$ cat src/rtl/exc_pkg.sv
// Shared types and constants for the exception sequencer.
package exc_pkg;

  // Sequencer states; IRET is answered in the same cycle, so no separate return state is kept.
  typedef enum logic [1:0] {
    StIdle     = 2'd0,
    StFlush    = 2'd1,
    StRedirect = 2'd2,
    StHandler  = 2'd3
  } exc_state_e;

  localparam logic [1:0] EXC_CAUSE_NONE    = 2'd0;
  localparam logic [1:0] EXC_CAUSE_ITLB    = 2'd1;
  localparam logic [1:0] EXC_CAUSE_DTLB    = 2'd2;
  localparam logic [1:0] EXC_CAUSE_ILLEGAL = 2'd3;

  localparam logic [31:0] DEFAULT_HANDLER_VEC = 32'h0000_1000;

endpackage

$ cat src/rtl/exc_arbiter.sv
// Fixed-priority exception source select: DTLB (oldest instruction) first, then illegal
// instruction when ILLEGAL_INSN_EXC_EN is defined, then ITLB.
module exc_arbiter
  import exc_pkg::*;
#(
  parameter int unsigned XLEN = 32
) (
`ifdef ILLEGAL_INSN_EXC_EN
  input  logic            illegal_i,
  input  logic [XLEN-1:0] illegal_pc_i,
  output logic [1:0]      cause_o,
`endif
  input  logic            itlb_miss_i,
  input  logic [XLEN-1:0] itlb_pc_i,
  input  logic            dtlb_miss_i,
  input  logic [XLEN-1:0] dtlb_pc_i,
  input  logic [XLEN-1:0] dtlb_addr_i,
  output logic            valid_o,
  output logic [XLEN-1:0] pc_o,
  output logic [XLEN-1:0] addr_o
);

  // Priority select of the winning source's EPC/BADADDR.
  always_comb begin
    valid_o = 1'b0;
    pc_o    = '0;
    addr_o  = '0;
`ifdef ILLEGAL_INSN_EXC_EN
    cause_o = EXC_CAUSE_NONE;
`endif
    if (dtlb_miss_i) begin
      valid_o = 1'b1;
      pc_o    = dtlb_pc_i;
      addr_o  = dtlb_addr_i;
`ifdef ILLEGAL_INSN_EXC_EN
      cause_o = EXC_CAUSE_DTLB;
`endif
    end
`ifdef ILLEGAL_INSN_EXC_EN
    else if (illegal_i) begin
      valid_o = 1'b1;
      pc_o    = illegal_pc_i;
      addr_o  = illegal_pc_i;
      cause_o = EXC_CAUSE_ILLEGAL;
    end
`endif
    else if (itlb_miss_i) begin
      valid_o = 1'b1;
      pc_o    = itlb_pc_i;
      addr_o  = itlb_pc_i;
`ifdef ILLEGAL_INSN_EXC_EN
      cause_o = EXC_CAUSE_ITLB;
`endif
    end
  end

endmodule

$ cat src/rtl/exception_ctrl.sv
// Exception sequencer feeding the system register file: captures TLB misses, pulses TLB_MISS,
// flushes the pipeline, redirects to the handler and sequences IRET back to the saved EPC.
// Optional feature macro: ILLEGAL_INSN_EXC_EN (adds an illegal-instruction source and exc_cause).
module exception_ctrl
  import exc_pkg::*;
#(
  parameter int unsigned     XLEN         = 32,
  parameter logic [XLEN-1:0] HANDLER_VEC  = XLEN'(DEFAULT_HANDLER_VEC),
  parameter int unsigned     FLUSH_CYCLES = 3
) (
  input  logic            clk,
  input  logic            reset,
  input  logic            itlb_miss,
  input  logic [XLEN-1:0] itlb_pc,
  input  logic            dtlb_miss,
  input  logic [XLEN-1:0] dtlb_pc,
  input  logic [XLEN-1:0] dtlb_addr,
  input  logic            iret_req,
  input  logic [XLEN-1:0] epc_in,
  input  logic            supervisor_mode,
`ifdef ILLEGAL_INSN_EXC_EN
  input  logic            illegal_insn,
  input  logic [XLEN-1:0] illegal_pc,
  output logic [1:0]      exc_cause,
`endif
  output logic            TLB_MISS,
  output logic [XLEN-1:0] TLB_PC_REG,
  output logic [XLEN-1:0] TLB_ADDR_REG,
  output logic            IRET,
  output logic            flush,
  output logic            redirect_valid,
  output logic [XLEN-1:0] redirect_pc,
  output logic            double_fault
);

  localparam int unsigned CntW = (FLUSH_CYCLES > 1) ? $clog2(FLUSH_CYCLES) : 1;

  exc_state_e      state_q, state_d;
  logic [CntW-1:0] cnt_q, cnt_d;
  logic            miss_q, miss_d;
  logic [XLEN-1:0] pc_q, pc_d;
  logic [XLEN-1:0] addr_q, addr_d;
  logic            dfault_q, dfault_d;
  logic            iret_take;

  logic            arb_valid;
  logic [XLEN-1:0] arb_pc;
  logic [XLEN-1:0] arb_addr;
`ifdef ILLEGAL_INSN_EXC_EN
  logic [1:0]      arb_cause;
  logic [1:0]      cause_q, cause_d;
`endif

  exc_arbiter #(
    .XLEN(XLEN)
  ) u_arbiter (
`ifdef ILLEGAL_INSN_EXC_EN
    .illegal_i   (illegal_insn),
    .illegal_pc_i(illegal_pc),
    .cause_o     (arb_cause),
`endif
    .itlb_miss_i (itlb_miss),
    .itlb_pc_i   (itlb_pc),
    .dtlb_miss_i (dtlb_miss),
    .dtlb_pc_i   (dtlb_pc),
    .dtlb_addr_i (dtlb_addr),
    .valid_o     (arb_valid),
    .pc_o        (arb_pc),
    .addr_o      (arb_addr)
  );

  // Next-state logic: capture in IDLE, count down flush, redirect, wait for IRET in HANDLER.
  always_comb begin
    state_d   = state_q;
    cnt_d     = cnt_q;
    miss_d    = 1'b0;
    pc_d      = pc_q;
    addr_d    = addr_q;
    dfault_d  = dfault_q;
    iret_take = 1'b0;
`ifdef ILLEGAL_INSN_EXC_EN
    cause_d   = cause_q;
`endif
    case (state_q)
      StIdle: begin
        // A pending miss belongs to an older instruction than the IRET, so it wins.
        if (arb_valid) begin
          miss_d  = 1'b1;
          pc_d    = arb_pc;
          addr_d  = arb_addr;
          cnt_d   = CntW'(FLUSH_CYCLES - 1);
          state_d = StFlush;
`ifdef ILLEGAL_INSN_EXC_EN
          cause_d = arb_cause;
`endif
        end else if (iret_req && supervisor_mode) begin
          iret_take = 1'b1;
        end
      end
      StFlush: begin
        if (cnt_q == '0) state_d = StRedirect;
        else             cnt_d   = cnt_q - CntW'(1);
      end
      StRedirect: state_d = StHandler;
      StHandler: begin
        if (arb_valid) dfault_d = 1'b1;
        if (iret_req) begin
          iret_take = 1'b1;
          state_d   = StIdle;
        end
      end
      default: state_d = StIdle;
    endcase
  end

  // State and capture registers; reset aborts any sequence in progress.
  always_ff @(posedge clk or posedge reset) begin
    if (reset) begin
      state_q  <= StIdle;
      cnt_q    <= '0;
      miss_q   <= 1'b0;
      pc_q     <= '0;
      addr_q   <= '0;
      dfault_q <= 1'b0;
`ifdef ILLEGAL_INSN_EXC_EN
      cause_q  <= EXC_CAUSE_NONE;
`endif
    end else begin
      state_q  <= state_d;
      cnt_q    <= cnt_d;
      miss_q   <= miss_d;
      pc_q     <= pc_d;
      addr_q   <= addr_d;
      dfault_q <= dfault_d;
`ifdef ILLEGAL_INSN_EXC_EN
      cause_q  <= cause_d;
`endif
    end
  end

  // Output decode; IRET redirect is combinational so fetch resumes in the same cycle.
  always_comb begin
    TLB_MISS       = miss_q;
    TLB_PC_REG     = pc_q;
    TLB_ADDR_REG   = addr_q;
    double_fault   = dfault_q;
    IRET           = iret_take;
    flush          = (state_q == StFlush) || iret_take;
    redirect_valid = (state_q == StRedirect) || iret_take;
    if (iret_take)                  redirect_pc = epc_in;
    else if (state_q == StRedirect) redirect_pc = HANDLER_VEC;
    else                            redirect_pc = '0;
`ifdef ILLEGAL_INSN_EXC_EN
    exc_cause      = cause_q;
`endif
  end

endmodule
$ cat config.mk
export PLATFORM = sky130hd
export DESIGN_NAME = exception_ctrl
export DESIGN_NICKNAME = d
export VERILOG_FILES = /design/src/rtl/exc_pkg.sv /design/src/rtl/exc_arbiter.sv /design/src/rtl/exception_ctrl.sv
export SDC_FILE = /design/constraint.sdc
export NUM_CORES = 1
export LEC_CHECK = 0
export ABC_AREA = 1
export CAP_MARGIN = 20
export CORE_MARGIN = 5
export CORE_UTILIZATION = 30
export CTS_CLUSTER_SIZE = 12
export DETAILED_ROUTE_END_ITERATION = 10
export MAX_ROUTING_LAYER = met4
export PLACE_DENSITY = 0.68
export SLEW_MARGIN = 20
export SYNTH_ARGS = -nofsm -noshare
export SYNTH_HDL_FRONTEND = slang
export SYNTH_SLANG_ARGS = --single-unit
$ cat constraint.sdc
create_clock -name clk -period 4.9 [get_ports clk]
set_input_delay 0.49 -clock clk [delete_from_list [all_inputs] [get_ports clk]]
set_output_delay 0.49 -clock clk [all_outputs]
set_load 0.02 [all_outputs]
==> impl_metrics.env, run 1 <==
export IMPL_setup_tns_ps=0
export IMPL_synth_top_area_cell="dfrtp_1"
export IMPL_drive_above_1_share=0.03927
export IMPL_critical_path_class="primary input to primary output"
export IMPL_drc=0
export IMPL_first_pass_iters=4
export IMPL_finClkSkew_ps=8.975
export IMPL_power_density_mw_per_mm2=590.7
export IMPL_finish_utilization=0.5467
export IMPL_vdd_drop_max_mv=0.3130
export IMPL_routed_wl_microns=12360
export IMPL_ctsHoldBuffers=0
export IMPL_netlist_instances=434
export IMPL_rsz0062_at_grt="no"
export IMPL_multi_input_area_sq_mm=0.001498
export IMPL_whs_ps=475.6
export IMPL_use_met1=0.2038
export IMPL_rrSetupSlack_ps=2940
export IMPL_hpwl_microns=9697
export IMPL_cts_sinks=70
export IMPL_start_kind="primary input"
export IMPL_synth_cell_type_count=13
export IMPL_dieHeight_microns=118.7
export IMPL_core_area_sq_mm=0.01152
export IMPL_drt_iter0_markers=123
export IMPL_drv_slew=0
export IMPL_via_per_inst=4.639
export IMPL_num_rows=39
export IMPL_layout_common_cells="233 x clkdlybuf4s50_1, 112 x nand2_1, 70 x dfrtp_1, 68 x nand3_1, 64 x o21a_1"
export IMPL_cts_tree="done"
export IMPL_grt_use_met3=0.05349
export IMPL_num_io_pins=235
export IMPL_stdcell_area_sq_mm=0.006296
export IMPL_grt_pass1_vias=3937
export IMPL_ys_seq_elements=70
export IMPL_clk_path_buf_depth=2
export IMPL_die_w_microns=118.7
export IMPL_grt_max_degree=71
export IMPL_wl_per_cell_microns=15.36
export IMPL_cp_data_required_time_ps=4410
export IMPL_p_total_mw=3.719
export IMPL_setup_viol=0
export IMPL_overflow=0
export IMPL_drv_cap=0
export IMPL_final_seq_area_sq_mm=0.001752
export IMPL_antenna_found_initial=0
export IMPL_die_area_sq_mm=0.01408
export IMPL_end_kind="primary output"
export IMPL_fill_cells=1077
export IMPL_antennaDiodeCount=0
export IMPL_final_common_cell="clkdlybuf4s50_1"
export IMPL_initial_core_util=0.3076
export IMPL_fin_crit_ps=3066
export IMPL_leakage_nw=2.705
export IMPL_use_met2=0.3119
export IMPL_synth_area_leaders="dfrtp_1 49%, o21a_1 14%, nand2_1 12%"
export IMPL_clk_root_buffer_cell="clkbuf_16"
export IMPL_path_clk_slew_ps=50
export IMPL_gp_congestion=0.8050
export IMPL_vias=3734
export IMPL_max_freq_mhz=326.1
export IMPL_yosysWarnings=0
export IMPL_tightest_slew_ps=875.0
export IMPL_crit_fanout=35
export IMPL_ctsResizeCount=0
export IMPL_ant_nets=0
export IMPL_hold_class="flop to flop"
export IMPL_top_usage_layer="met2"
export IMPL_finalHoldViolCount=0
export IMPL_status="finished clean"
export IMPL_arrival_ps=2580
export IMPL_yosysSeqAreaShare=0.4945
export IMPL_period_share=0.6258
export IMPL_cts_setup_buffers=0
export IMPL_synthesis_area_sq_mm=0.003542
export IMPL_htreeDepth=3
export IMPL_relSlewSlack=0.4158
export IMPL_syn_num_nets=574
export IMPL_layout_nets=797
export IMPL_area_growth_pct=77.75
export IMPL_placed_cell_area_sq_mm=0.005969
export IMPL_clock_latency_ps=330
export IMPL_synth_top_area_frac=0.4945
export IMPL_track_usage=0.1804
export IMPL_grt_pass1_wl_microns=19930
export IMPL_port_buffers=234
export IMPL_syn_avg_cell_area_sq_um=8.162
export IMPL_cts_buffers=9
path summary, 6_finish.rpt:
path | to | depth (start not counted) | start
max reg2reg | TLB_PC_REG[5] | 7 | state_q[0]
min reg2reg | cnt_q[1] | 2 | cnt_q[1]
min | cnt_q[1] | 2 | cnt_q[1]
max | redirect_pc[4] | 7 | itlb_miss
min in group asynchronous | TLB_ADDR_REG[12] | 2 | reset
max in group asynchronous | TLB_PC_REG[5] | 3 | reset
registers in the layout (all words and copies together), names as in the netlist:
register and flops:
state_q 2, cnt_q 2, TLB_PC_REG 32, TLB_MISS 1
double_fault 1, TLB_ADDR_REG 32
cell type report:
| type | count | share of cell area |
|---|---|---|
| repair buffers | 239 | 0.3772 |
| flip-flops and latches | 70 | 0.2782 |
| multi-input cells | 292 | 0.2379 |
| clock buffers | 11 | 0.03855 |
| well taps | 143 | 0.02842 |
| inverters | 45 | 0.02683 |
| clock inverters | 5 | 0.01292 |
kinds of logic after synthesis:
group / count (synthesis) / synth area share
compound gates: 69 / 0.1434
fa+ha+maj: 6 / 0.02119
buf+inv: 72 / 0.08619
flops: 70 / 0.4945
simple gates: 217 / 0.2547
metal layers:
metal | wire (microns) | vias up
li1 | - | 1843
met1 | 5043 | 1714
met2 | 6216 | 163
met3 | 922 | 14
met4 | 178 | 0
met5 | 0 | -
where the power goes:
part / internal, mW / leakage (nW) / total, mW / switching, mW
Clock: 0.460 / 0.156 / 0.704 / 0.244
Combinational: 0.973 / 1.75 / 1.98 / 1.01
Sequential: 0.879 / 0.800 / 1.04 / 0.157
stage by stage:
stage	worst slack (ps)	cells
after floorplan	2642	434
after global placement	1617	789
after detailed placement	1469	789
after CTS	1466	805
after global routing	1609	805
final	1834	805
synth_stat cells:
| library cell | number |
|---|---|
| buf_4 | 2 |
| clkbuf_1 | 3 |
| dfrtp_1 | 70 |
| nand3_1 | 68 |
| nor2_2 | 1 |
| inv_1 | 45 |
| o21ai_0 | 4 |
| o21a_1 | 64 |
| ha_1 | 6 |
| buf_2 | 22 |
| nor2_1 | 35 |
| o21bai_1 | 1 |
| nand2_1 | 113 |
worst max-delay path, cell delays in order:
cell and delay, ps:
clkdlybuf4s50_1 430, nor2_2 230, nand3_1 100, nand2_1 100, nand2_2 340, nor2_1 240
clkdlybuf4s50_1 630
(Power assumes the default switching activity.)
==> inputs of run 2 (changes only) <==
==> constraint.sdc (replaced) <==
create_clock -name clk -period 3.2 [get_ports clk]
set_input_delay 0.32 -clock clk [delete_from_list [all_inputs] [get_ports clk]]
set_output_delay 0.32 -clock clk [all_outputs]
set_load 0.02 [all_outputs]
==> impl_metrics.env, run 2 (synthesis results as in run 1) <==
export IMPL_status="finished clean"
export IMPL_end_kind="primary output"
export IMPL_max_freq_mhz=381.6
export IMPL_drt_iter0_markers=126
export IMPL_swShare=0.3763
export IMPL_finClkSkew_ps=7.254
export IMPL_dieHeight_microns=118.7
export IMPL_finalHoldViolCount=0
export IMPL_core_area_sq_mm=0.01152
export IMPL_num_rows=39
export IMPL_routed_wl_microns=12320
export IMPL_ant_nets=0
export IMPL_worst_slack_ps=579.4
export IMPL_antenna_found_initial=0
export IMPL_path_clk_slew_ps=50
export IMPL_critical_path_class="flop to primary output"
export IMPL_fill_cells=1060
export IMPL_drc=0
export IMPL_drv_slew=0
export IMPL_track_usage=0.1806
export IMPL_cts_tree="done"
export IMPL_overflow=0
export IMPL_slowest_stage="clkdlybuf4s50_1"
export IMPL_drv_cap=0
export IMPL_p_clk_frac=0.189
export IMPL_area_growth_pct=78.45
export IMPL_cts_sinks=70
export IMPL_via_per_inst=4.617
export IMPL_worst_path_buf_inv=3
export IMPL_placed_cell_area_sq_mm=0.005997
export IMPL_hpwl_microns=9703
export IMPL_start_kind="flop"
export IMPL_tightest_slew_ps=761.8
export IMPL_clk_root_buffer_cell="clkbuf_16"
export IMPL_vias=3726
export IMPL_htreeDepth=3
export IMPL_first_pass_iters=4
export IMPL_antennaDiodeCount=0
export IMPL_power_density_mw_per_mm2=901.2
export IMPL_slowest_delay_ps=620
export IMPL_setup_viol=0
export IMPL_crit_path_cell_trace="inv_1 -> ha_1 -> nor2_1 -> nand2_1 -> buf_4 -> nor2_1 -> clkdlybuf4s50_1"
export IMPL_port_buffers=234
export IMPL_layout_nets=799
export IMPL_layout_common_cells="233 x clkdlybuf4s50_1, 113 x nand2_1, 70 x dfrtp_1, 68 x nand3_1, 64 x o21a_1"
export IMPL_fin_crit_ps=2621
export IMPL_ctsResizeCount=0
export IMPL_leakage_nw=2.717
export IMPL_ctsHoldBuffers=0
export IMPL_grt_pass1_vias=3899
export IMPL_gp_congestion=0.8179
export IMPL_die_area_sq_mm=0.01408
export IMPL_grt_max_degree=130
export IMPL_initial_core_util=0.3076
export IMPL_post_place_ws_ps=662.9
export IMPL_arrival_ps=2300
export IMPL_setup_tns_ps=0
export IMPL_internal_power_mw=3.553
export IMPL_relSlewSlack=0.4916
export IMPL_clk_path_buf_depth=2
export IMPL_cts_buffers=9
export IMPL_power_switching_mw=2.144
export IMPL_rsz0062_at_grt="no"
export IMPL_stdcell_area_sq_mm=0.006321
export IMPL_combPwrFrac=0.533
export IMPL_finish_utilization=0.5489
export IMPL_die_w_microns=118.7
export IMPL_num_io_pins=235
export IMPL_seqPwrFrac=0.278
export IMPL_cpMostUsedCell="nor2_1"
export IMPL_grt_pass1_wl_microns=19800
export IMPL_clock_latency_ps=330
export IMPL_crit_fanout=35
export IMPL_drive_above_1_share=0.04066
export IMPL_cts_setup_buffers=0
export IMPL_critical_path_top_delay_family="buffers and inverters"
export IMPL_final_common_cell="clkdlybuf4s50_1"
export IMPL_vdd_drop_max_mv=0.4864
export IMPL_wl_per_cell_microns=15.27
export IMPL_period_share=0.8189
export IMPL_hold_class="primary input to flop"
export IMPL_cp_data_required_time_ps=2880
[run 2: cell types whose count changed in the layout (fill, tap and decap cells not counted)]
cell and change:
nand2_1 +1, buf_4 +1, buf_12 +1, nand2_2 -1
[run 2: layer usage]
metal  vias to the layer above  routed length (microns)  GRT usage
met5                         -                        0          -
met4                         0                      193    0.05865
met3                        17                      849    0.04967
met2                       158                     6255     0.3194
met1                      1704                     5024     0.1961
li1                       1847                        -          -
[run 2: power groups by stage]
stage / Combinational (mW) / Clock (mW) / Sequential, mW
6_report: 3.04 / 1.07 / 1.59
5_1_grt: 3.26 / 1.15 / 1.64
4_1_cts: 3.09 / 1.11 / 1.59
3_5_place_dp: 3.08 / 0 / 1.60
3_3_place_gp: 3.04 / 0 / 1.58
2_1_floorplan: 1.14 / 0 / 2.11
[run 2: worst reg2reg max path, delay by kind of cell (launching register included)]
kind	cells	cell delay (ps)
buffers and inverters	3	560
DFF	1	410
adders and majority gates	1	190
and+or+nand+nor	2	440
AOI/OAI and AO/OA	1	140
[run 2: worst paths after layout]
kind,startpoint,to,slack [ps],depth (start not counted)
setup / recovery,state_q[0],redirect_pc[13],580,7
hold / removal,dtlb_miss,double_fault,330,3
setup reg to reg,state_q[1],TLB_ADDR_REG[4],1360,7
hold reg to reg,TLB_PC_REG[5],TLB_PC_REG[5],480,1
max in group asynchronous,reset,TLB_PC_REG[25],2040,3
min in group asynchronous,reset,TLB_PC_REG[13],370,2
[run 2: per-stage QoR]
step | power [mW] | hold slack (ps) | instances
2_1_floorplan | 3.251 | 441.9 | 434
3_3_place_gp | 4.612 | 457.8 | 791
3_5_place_dp | 4.679 | 478.7 | 791
4_1_cts | 5.788 | 322.2 | 807
5_1_grt | 6.055 | 369.5 | 807
6_report | 5.697 | 334.2 | 807
[run 2: cell type report]
cell class | instances | area [sq um] | share of cell area
clock buffers | 11 | 242.7 | 0.03840
clock inverters | 5 | 81.33 | 0.01287
inverters | 45 | 168.9 | 0.02672
multi-input cells | 292 | 1495 | 0.2365
flip-flops and latches | 70 | 1752 | 0.2771
well taps | 143 | 178.9 | 0.02831
repair buffers | 241 | 2402 | 0.3800
